File: config.mk
export PLATFORM = sky130hd
export DESIGN_NAME = serial_add_sub_flat
export DESIGN_NICKNAME = d
export VERILOG_FILES = /design/src/rtl/serial_add_sub_if.sv /design/src/rtl/serial_add_sub.sv /design/src/flat_wrapper.sv
export SDC_FILE = /design/constraint.sdc
export NUM_CORES = 1
export LEC_CHECK = 0
export ABC_AREA = 1
export ABC_CLOCK_PERIOD_IN_PS = 7270
export CAP_MARGIN = 5
export CORE_ASPECT_RATIO = 1.5
export CORE_MARGIN = 2
export CORE_UTILIZATION = 55
export DETAILED_ROUTE_END_ITERATION = 16
export PLACE_DENSITY = 0.8
export SLEW_MARGIN = 30
export SYNTH_ARGS = -nofsm -noshare
export SYNTH_HDL_FRONTEND = slang
export SYNTH_SLANG_ARGS = --single-unit
export TNS_END_PERCENT = 50
File: constraint.sdc
create_clock -name clk -period 7.27 [get_ports clk]
set_clock_uncertainty 0.15 [all_clocks]
set_input_delay 2.181 -clock clk [delete_from_list [all_inputs] [get_ports clk]]
set_output_delay 2.181 -clock clk [all_outputs]
set_load 0.03 [all_outputs]
File: src/rtl/serial_add_sub_if.sv
// rtl/serial_add_sub_if.sv - operand/result bundle for serial_add_sub (zero port under SERIAL_ADD_SUB_ZERO_FLAG_EN)
interface serial_add_sub_if #(
    parameter int WIDTH = 32
);
    logic             start;
    logic             sub;
    logic [WIDTH-1:0] a;
    logic [WIDTH-1:0] b;
    logic             busy;
    logic             done;
    logic [WIDTH-1:0] result;
    logic             carry_msb;
    logic             carry_out;
`ifdef SERIAL_ADD_SUB_ZERO_FLAG_EN
    logic             zero;

    modport master (
        output start, sub, a, b,
        input  busy, done, result, carry_msb, carry_out, zero
    );
    modport slave (
        input  start, sub, a, b,
        output busy, done, result, carry_msb, carry_out, zero
    );
`else
    modport master (
        output start, sub, a, b,
        input  busy, done, result, carry_msb, carry_out
    );
    modport slave (
        input  start, sub, a, b,
        output busy, done, result, carry_msb, carry_out
    );
`endif
endinterface

File: src/rtl/serial_add_sub.sv
// rtl/serial_add_sub.sv - digit-serial add/subtract with MSB carries (optional SERIAL_ADD_SUB_ZERO_FLAG_EN zero flag)
module serial_add_sub #(
    parameter int WIDTH = 32,
    parameter int DIGIT = 1
) (
    input  logic           clk,
    input  logic           rst_n,
    serial_add_sub_if.slave bus
);
    localparam int N     = WIDTH / DIGIT;
    localparam int CNT_W = (N > 1) ? $clog2(N) : 1;

    typedef enum logic [1:0] {IDLE, RUN, DONE} state_t;

    state_t             state;
    logic [WIDTH-1:0]   a_q;
    logic [WIDTH-1:0]   b_q;
    logic               carry;
    logic [CNT_W-1:0]   cnt;

    logic [DIGIT-1:0]   slice_a;
    logic [DIGIT-1:0]   slice_b;
    logic [DIGIT-1:0]   slice_sum;
    logic               slice_cout;
    logic               slice_cmsb;
    logic               chain;
    logic               accept;
    logic               last;

    assign slice_a = a_q[int'(cnt)*DIGIT +: DIGIT];
    assign slice_b = b_q[int'(cnt)*DIGIT +: DIGIT];
    assign accept  = bus.start && (state == IDLE || state == DONE);
    assign last    = (cnt == CNT_W'(N - 1));

    // Ripple through the slice; on the final slice the carry entering its top
    // bit is the carry into bit WIDTH-1.
    always_comb begin
        chain      = carry;
        slice_cmsb = carry;
        slice_sum  = '0;
        for (int i = 0; i < DIGIT; i++) begin
            if (i == DIGIT - 1) slice_cmsb = chain;
            slice_sum[i] = slice_a[i] ^ slice_b[i] ^ chain;
            chain        = (slice_a[i] & slice_b[i]) | (chain & (slice_a[i] ^ slice_b[i]));
        end
        slice_cout = chain;
    end

    always_ff @(posedge clk or negedge rst_n) begin
        if (!rst_n) begin
            state         <= IDLE;
            a_q           <= '0;
            b_q           <= '0;
            carry         <= 1'b0;
            cnt           <= '0;
            bus.busy      <= 1'b0;
            bus.done      <= 1'b0;
            bus.result    <= '0;
            bus.carry_msb <= 1'b0;
            bus.carry_out <= 1'b0;
`ifdef SERIAL_ADD_SUB_ZERO_FLAG_EN
            bus.zero      <= 1'b0;
`endif
        end else begin
            bus.done <= 1'b0;
            if (accept) begin
                // Subtraction is a + ~b + 1: invert b and seed the carry.
                a_q      <= bus.a;
                b_q      <= bus.sub ? ~bus.b : bus.b;
                carry    <= bus.sub;
                cnt      <= '0;
                state    <= RUN;
                bus.busy <= 1'b1;
`ifdef SERIAL_ADD_SUB_ZERO_FLAG_EN
                bus.zero <= 1'b1;
`endif
            end else begin
                case (state)
                    RUN: begin
                        bus.result[int'(cnt)*DIGIT +: DIGIT] <= slice_sum;
                        carry <= slice_cout;
`ifdef SERIAL_ADD_SUB_ZERO_FLAG_EN
                        bus.zero <= bus.zero & (slice_sum == '0);
`endif
                        if (last) begin
                            bus.carry_msb <= slice_cmsb;
                            bus.carry_out <= slice_cout;
                            bus.busy      <= 1'b0;
                            bus.done      <= 1'b1;
                            state         <= DONE;
                        end else begin
                            cnt <= cnt + 1'b1;
                        end
                    end
                    DONE:    state <= IDLE;
                    default: state <= IDLE;
                endcase
            end
        end
    end
endmodule

File: src/flat_wrapper.sv
// flat-port wrapper written by rule: the top's interface ports become plain ports
module serial_add_sub_flat 
#(
    parameter int WIDTH = 32,
    parameter int DIGIT = 1
)
  (clk, rst_n, bus_start, bus_sub, bus_a, bus_b, bus_busy, bus_done, bus_result, bus_carry_msb, bus_carry_out);
  serial_add_sub_if #(.WIDTH(WIDTH)) bus_i ();
  input  logic clk;
  input  logic rst_n;
  input wire logic [$bits(bus_i.start)-1:0] bus_start;
  input wire logic [$bits(bus_i.sub)-1:0] bus_sub;
  input wire logic [$bits(bus_i.a)-1:0] bus_a;
  input wire logic [$bits(bus_i.b)-1:0] bus_b;
  output wire logic [$bits(bus_i.busy)-1:0] bus_busy;
  output wire logic [$bits(bus_i.done)-1:0] bus_done;
  output wire logic [$bits(bus_i.result)-1:0] bus_result;
  output wire logic [$bits(bus_i.carry_msb)-1:0] bus_carry_msb;
  output wire logic [$bits(bus_i.carry_out)-1:0] bus_carry_out;
  assign bus_i.start = bus_start;
  assign bus_i.sub = bus_sub;
  assign bus_i.a = bus_a;
  assign bus_i.b = bus_b;
  assign bus_busy = bus_i.busy;
  assign bus_done = bus_i.done;
  assign bus_result = bus_i.result;
  assign bus_carry_msb = bus_i.carry_msb;
  assign bus_carry_out = bus_i.carry_out;
  serial_add_sub #(.WIDTH(WIDTH), .DIGIT(DIGIT)) u_core (.clk(clk), .rst_n(rst_n), .bus(bus_i));
endmodule
== Word-level counts from Yosys, hierarchy flattened ==
Index checks and enable logic that the tools add are counted.
Cells by class
  add/subtract/negate cells: 2
  equal/unequal tests: 5
  shift operators: 4
  mux-type cells: 16
  bitwise gates (word level): 7
  reductions and logical operators: 9
Operators by type and width (number)
  $shiftx A32 B6 Y1: 2
  $neg A5 Y33: 1
  $shift A1 B33 Y32 const A: 1
  $shiftx A1 B33 Y32: 1
  $bwmux W32: 1
  $mux W32: 1
  $not A32 Y32: 1
  $mux W5: 3
  $mux W1: 8
  $mux W2: 3
  $reduce_and A2 Y1: 3
  $add A5 B1 Y5 const B: 1
  $eq A5 B5 Y1 const B: 1
  $reduce_bool A2 Y1: 2
  $ne A3 B1 Y1 const B: 1
  $reduce_and A3 Y1: 1
  $and A1 B1 Y1: 2
  $eq A2 B1 Y1 const B: 1
  $eq A2 B2 Y1 const B: 1
  $logic_not A2 Y1: 1
  $ne A2 B1 Y1 const B: 1
  $xor A1 B1 Y1: 2
  $logic_and A1 B1 Y1: 1
  $logic_or A1 B1 Y1: 1
  other kinds (2): 2
Storage, ports and cells
  flip-flop bits (word level): 108
  input bits: 68
  output and inout bits: 36
  logic and storage cells: 53

== Logic depth before layout (Yosys ltp) ==
Gate-level depths: netlist (run 1).
  word-level depth: 6
  depth in mapped cells: 19

== Worst setup path before layout (run 1) ==
OpenSTA, ideal clock, no wires.
  path kind: input -> register
  start point: in bus_start
  end point: reg u_core.a_q[0]
  arrival time: 3032 ps
  data required time: 7054 ps
  path slack: 4022 ps
  cell stages on the path: 5
  path buffers: 2
  cells stage by stage: nand2_1 -> clkbuf_1 -> clkbuf_1 -> nand2_1 -> nand2_1
Between the ends
  word-level cells in the longest chain between the ends: 1
RTL lines
  from (decl): RTL line flat_wrapper.sv:11  | input wire logic [$bits(bus_i.start)-1:0] bus_start;
  $logic_and A1 B1 Y1: RTL line serial_add_sub.sv:32  | assign accept = bus.start && (state == IDLE || state == DONE);
  to (signal assigned): RTL line serial_add_sub.sv:68  | a_q <= bus.a;
  to (decl): RTL line serial_add_sub.sv:16  | logic [WIDTH-1:0] a_q;
No other way between the ends.
A chain may end at the register's enable or synchronous reset.

== Final worst setup path (run 1) ==
  start point: reg u_core.cnt[1]
  end point: reg u_core.bus.result[28]
Between the ends
  word-level cells in the longest chain between the ends: 5
  elaborated cells between the ends (all ways): 8
RTL lines
  from (decl): RTL line serial_add_sub.sv:19  | logic [CNT_W-1:0] cnt;
  from (signal assigned): RTL line serial_add_sub.sv:92  | cnt <= cnt + 1'b1;
  $shiftx A32 B6 Y1 (on tied branches): RTL line serial_add_sub.sv:30, serial_add_sub.sv:31
  $xor A1 B1 Y1 (2 in series): RTL line serial_add_sub.sv:43  | slice_sum[i] = slice_a[i] ^ slice_b[i] ^ chain;
  $shiftx A1 B33 Y32: RTL line serial_add_sub.sv:80  | bus.result[int'(cnt)*DIGIT +: DIGIT] <= slice_sum;
  $bwmux W32 (*): RTL line serial_add_sub.sv:80
  to (signal, indexed assignment): RTL line serial_add_sub.sv:80
  to (decl): RTL line serial_add_sub_if.sv:32  | output busy, done, result, carry_msb, carry_out
Mark *: on every way between the ends. The rest lies on a longest branch, timed or not.

==> results.yml, run 1 <==
status:
  run_status: "completed"
timing:
  slew_headroom: 0.414
  rsz0062_at_grt: "no"
  post-route-period-util: 0.614
  hold_viol: 0
  tightest_slew_ns: 0.879
  finalCriticalPeriod_ns: 4.46
  drv_slew: 0
  holdWs_ns: 0.328
  finalSetupViolCount: 0
  fmax_ghz: 0.224
  fin_setup_tns_ns: 0
worst_setup_path:
  worstPathRequired_ns: 7.38
  cp-start-kind: "flop"
  crit_type: "flop to flop"
  cp_max_fo: 21
  startpoint: "u_core.cnt[1]"
  cp.arrival_ns: 4.57
  end_kind: "flop"
  r2r-start: "u_core.cnt[1]"
pwr:
  swShare: 0.472
  comb_power_share: 0.511
  internal-power_mw: 1.61
  cellLeakagePower_nw: 3.28
  p_sw_mw: 1.44
  total_power_mw: 3.05
  ir_worst_vdd_mv: 0.213
  p_per_area_nw_per_um2: 437
  seq_power_share: 0.338
  clkPwrFrac: 0.151
die:
  initial_core_util: 0.562
  die_area_um2: 11100
  core_area_um2: 10100
  placementRows: 45
  dieWidth_um: 86.9
  io_pins: 104
  die_h_um: 128
synthesis:
  syn_inst: 738
  synth.distinct_cells: 28
  ys_warn_count: 0
  synth_edf_count: 0
  synth_seq_cells: 108
  synth_area_um2: 5660
  ys_seq_area_frac: 0.477
  synth_area_per_cell_um2: 7.67
  ys_dominant_reg_cell: "dfrtp_1"
  synthesis.nets: 811
  synthArstFlopShare: 1.00
cells_and_area:
  layout_commonest_cell: "nand2_1"
  nFillCells: 844
  layout.nets: 887
  syn_to_final_growth_pct: 23.0
  diodes: 0
  regArea_um2: 2700
  final_cell_mix: "248 x nand2_1, 108 x dfrtp_1, 101 x clkdlybuf4s50_1"
  drive_above_1_share: 0.0549
  multiInputGateArea_um2: 2670
cts:
  cts_max_level: 3
  cts_setup_buffers: 0
  clk_pin_slew_ns: 0.07
  clock-root-buffer: "clkbuf_16"
  clockBufferDepth: 2
  cts_tree: "done"
  cts.repair.resized: 0
  clock_latency_ns: 0.34
  hold_buffers: 0
  clkSinkCount: 108
  cts_buffers: 9
route:
  vias: 5151
  wl_per_cell_um: 14.4
  routed_wl_mm: 13.5
  avgViaCountPerCell: 5.50
  first_iter_violations: 339
  drc_errors: 0
  final_antenna_net_count: 0
  dr.pass1.iters: 5
placement:
  io_buffers: 103
  dp_hpwl_mm: 9.65
  gp_congestion: 0.907
grt:
  grt_pass1_vias: 4975
  grt_max_degree: 100
  overflow: 0
  grt_first_pass_wirelength_mm: 22.1
  antenna_found_initial: 0
  grt_use_total: 0.250
hold_path:
  min_from: "u_core.a_q[22]"
  hold_path.class: "flop to flop"
flow_run:
  cap_violations: 0
==> metrics by stage <==
stage,util,std cells,area [um2],setup WS [ns]
finish,0.691,936,6960,2.81
global route,0.691,936,6960,2.44
CTS,0.691,936,6960,2.88
detailed placement,0.663,920,6680,2.92
global placement,0.663,920,6680,3.11
floorplan,-,738,5660,4.02
==> sequential cells by signal (all words and copies together) (netlist names), 2 cells and up <==
signal	cells
u_core.cnt	5
u_core.a_q	32
u_core.state	2
u_core.bus.result	32
u_core.b_q	32
==> worst max-delay path, cell delays in order (launching register included) <==
cell and delay (ns):
dfrtp_1 0.79, clkinv_1 0.67, ha_1 0.44, nand2_1 0.09, nor2_1 0.05, ha_1 0.51, inv_1 0.46, nand3_1 0.14
inv_1 0.34, nand2_1 0.33, nor2_1 0.23, nor2_1 0.06, a21oi_1 0.12
==> routing by layer <==
metal  vias up  track usage  wire (um)
li1       2523            -          -
met1      2383        0.286       5130
met2       194        0.444       7190
met3        51       0.0380        615
met4         0        0.124        515
met5         -            0          0
==> path summary, 6_finish.rpt <==
| check | to | slack (ns) | cells after the start |
|---|---|---|---|
| setup / recovery | u_core.bus.result[28] | 2.81 | 12 |
| hold / removal | u_core.a_q[22] | 0.33 | 2 |
| setup reg to reg | u_core.bus.result[28] | 2.81 | 12 |
| hold reg to reg | u_core.a_q[22] | 0.33 | 2 |
| max in group asynchronous | u_core.a_q[16] | 4.34 | 2 |
| min in group asynchronous | u_core.bus.result[11] | 1.59 | 1 |
==> final cells by class <==
type,instances,share of cell area
clock buffers,13,0.0374
clock inverters,3,0.00305
inverters,30,0.0162
multi-input cells,559,0.383
flip-flops and latches,108,0.388
well taps,117,0.0210
repair buffers,106,0.151
==> power by group through the flow <==
stage	registers [mW]	clock network [mW]	logic [mW]
6_report	1.03	0.460	1.56
3_3_place_gp	1.03	0	1.50
5_1_grt	1.06	0.486	1.73
3_5_place_dp	1.04	0	1.54
2_1_floorplan	1.06	0	1.09
4_1_cts	1.03	0.467	1.55
==> cell families (layout without fill, tap and decap cells) <==
kind of cell	after synthesis	after routing	synth area share
flops	108	108	0.477
simple gates	439	439	0.333
buf+inv	71	152	0.0517
compound gates	83	83	0.0764
fa+ha+maj	5	5	0.0124
xor+xnor	32	32	0.0495
==> Yosys cell counts (2+ instances only) <==
master,count,share of area
nand2_1,249,0.17
dfrtp_1,108,0.48
nor2_1,85,0.056
nand3_1,65,0.057
o21ai_0,65,0.057
xnor2_1,32,0.049
clkbuf_1,23,0.015
inv_1,23,0.015
nand4_1,18,0.020
buf_2,15,0.013
a21oi_1,10,0.0088
nor2_2,7,0.0077
inv_2,5,0.0033
o211ai_1,5,0.0066
ha_1,4,0.0088
nand3_2,4,0.0071
nand4_2,4,0.0088
nor3_1,3,0.0027
buf_4,2,0.0027
clkinv_1,2,0.0013
nand2_2,2,0.0022
Power figures use the tool's default switching activity.
==> inputs of run 2 (changes only) <==
--- a/config.mk
+++ b/config.mk
@@ -6,13 +6,13 @@
 export NUM_CORES = 1
 export LEC_CHECK = 0
 export ABC_AREA = 1
-export ABC_CLOCK_PERIOD_IN_PS = 7270
+export ABC_CLOCK_PERIOD_IN_PS = 4000
 export CAP_MARGIN = 5
 export CORE_ASPECT_RATIO = 1.5
 export CORE_MARGIN = 2
-export CORE_UTILIZATION = 55
+export CORE_UTILIZATION = 48
 export DETAILED_ROUTE_END_ITERATION = 16
-export PLACE_DENSITY = 0.8
+export PLACE_DENSITY = 0.74
 export SLEW_MARGIN = 30
 export SYNTH_ARGS = -nofsm -noshare
 export SYNTH_HDL_FRONTEND = slang
==> constraint.sdc (replaced) <==
create_clock -name clk -period 4 [get_ports clk]
set_clock_uncertainty 0.15 [all_clocks]
set_input_delay 1.2 -clock clk [delete_from_list [all_inputs] [get_ports clk]]
set_output_delay 1.2 -clock clk [all_outputs]
set_load 0.03 [all_outputs]
==> run 2 against run 1 <==
  * Clock-buffer cell count is the same
  * Critical path type unchanged
  * Global-route usage shrank 2.1 points
  * Via count shrank 0.16%
  * Cell area grew 1.4%
  * Total power grew 84%
  * Core utilization shrank 7.8 points
  * Worst hold slack is essentially flat
  * Register-to-register slack lost 2.0 ns
==> results.yml, run 2 (synthesis gave the netlist of run 1 again) <==
status:
  run_status: "completed"
worst_setup_path:
  worstPathRequired_ns: 4.12
  cp_max_fo: 16
  crit_end: "u_core.bus.result[30]"
  startpoint: "u_core.cnt[0]"
  reg2reg_to: "u_core.bus.result[30]"
  crit_type: "flop to flop"
  r2r_slack_ns: 0.85
  reg2reg_depth: 13
  cp.arrival_ns: 3.27
  end_kind: "flop"
  cp-start-kind: "flop"
  r2r-start: "u_core.cnt[0]"
pwr:
  ir_worst_vdd_mv: 0.351
  p_per_area_nw_per_um2: 794
  cellLeakagePower_nw: 3.31
cts:
  clock_latency_ns: 0.34
  cts_buffers: 9
  clkSinkCount: 108
  clockBufferDepth: 2
  clock-root-buffer: "clkbuf_16"
  clk_pin_slew_ns: 0.07
  cts_setup_buffers: 0
  cts_tree: "done"
  cts_max_level: 3
  hold_buffers: 0
  cts.repair.resized: 0
route:
  avgViaCountPerCell: 5.28
  wl_per_cell_um: 14.0
  routed_wl_mm: 13.6
  vias: 5143
  first_iter_violations: 299
  final_antenna_net_count: 0
  dr.pass1.iters: 5
  drc_errors: 0
cells_and_area:
  final_cell_mix: "248 x nand2_1, 108 x dfrtp_1, 101 x clkdlybuf4s50_1"
  utilization: 0.612
  top_regs: "u_core.a_q: 32 flops, u_core.b_q: 32 flops, u_core.bus.result: 32 flops"
  layout_commonest_cell: "nand2_1"
  syn_to_final_growth_pct: 24.7
  diodes: 0
  nFillCells: 1044
  layout.nets: 893
  drive_above_1_share: 0.0583
die:
  initial_core_util: 0.491
  core_area_um2: 11500
  placementRows: 48
  io_pins: 104
  die_area_um2: 12700
  die_h_um: 137
  dieWidth_um: 92.7
hold_path:
  hold_path.class: "flop to flop"
grt:
  grt_use_total: 0.228
  grt_pass1_vias: 5015
  antenna_found_initial: 0
  grt_max_degree: 100
  grt_first_pass_wirelength_mm: 23.3
  overflow: 0
timing:
  finalSetupViolCount: 0
  fmax_ghz: 0.318
  slew_headroom: 0.405
  fin_setup_tns_ns: 0
  post-route-period-util: 0.786
  tightest_slew_ns: 0.893
  hold_viol: 0
  drv_slew: 0
  finalCriticalPeriod_ns: 3.15
  rsz0062_at_grt: "no"
placement:
  gp_congestion: 0.914
  io_buffers: 103
  dp_hpwl_mm: 9.68
flow_run:
  cap_violations: 0
run 2: cell types whose count changed in the layout (fill, tap and decap cells not counted), sizes merged:
cell	before	now
inv	29	28
clkinvlp	1	0
buf	5	11
bufinv	0	1
run 2: worst min-delay path by stage:
| stage | from | to | slack, ns | cells after the start |
|---|---|---|---|---|
| after floorplan | u_core.a_q[15] | u_core.a_q[15] | 0.29 | 2 |
| after global placement | u_core.a_q[30] | u_core.a_q[30] | 0.31 | 2 |
| after detailed placement | u_core.a_q[25] | u_core.a_q[25] | 0.31 | 2 |
| after CTS | u_core.a_q[25] | u_core.a_q[25] | 0.33 | 2 |
| after global routing | u_core.a_q[25] | u_core.a_q[25] | 0.34 | 2 |
| final | u_core.a_q[25] | u_core.a_q[25] | 0.33 | 2 |
run 2: where the power goes:
part | internal (mW) | switching, mW
registers | 1.55 | 0.263
clock network | 0.499 | 0.377
logic | 0.953 | 1.97
run 2: metrics by stage:
step | area, um2 | cells | hold WS (ns) | power (mW) | setup WS (ns)
final | 7060 | 974 | 0.328 | 5.61 | 0.855
after detailed placement | 6780 | 959 | 0.312 | 4.73 | 0.868
after global routing | 7060 | 974 | 0.340 | 6.08 | 0.506
after global placement | 6780 | 959 | 0.309 | 4.66 | 0.897
after CTS | 7060 | 974 | 0.329 | 5.61 | 0.897
after floorplan | 5660 | 738 | 0.294 | 3.92 | 1.27
run 2: layer usage:
| layer | GRT usage | vias to the layer above | part of all wire |
|---|---|---|---|
| met4 | 0.102 | 0 | 0.026 |
| met2 | 0.403 | 186 | 0.52 |
| met5 | 0 | - | 0 |
| li1 | - | 2542 | - |
| met1 | 0.275 | 2385 | 0.40 |
| met3 | 0.0352 | 30 | 0.048 |
run 2: layout make-up:
type / instances / area (um2) / share of cell area
inverters: 30 / 113 / 0.0159
repair buffers: 112 / 1100 / 0.156
clock inverters: 2 / 35.0 / 0.00496
flip-flops and latches: 108 / 2700 / 0.383
clock buffers: 13 / 250 / 0.0354
well taps: 150 / 188 / 0.0266
multi-input cells: 559 / 2670 / 0.378
run 2: critical path, stage by stage (launching register included):
cell	delay [ns]
dfrtp_1	0.39
inv_2	0.13
ha_1	0.22
nand2_1	0.08
nor2_1	0.11
ha_1	0.24
buf_4	0.20
inv_1	0.37
nand3_1	0.13
inv_1	0.33
nand2_1	0.33
nor2_1	0.23
nor2_1	0.06
a21oi_1	0.11
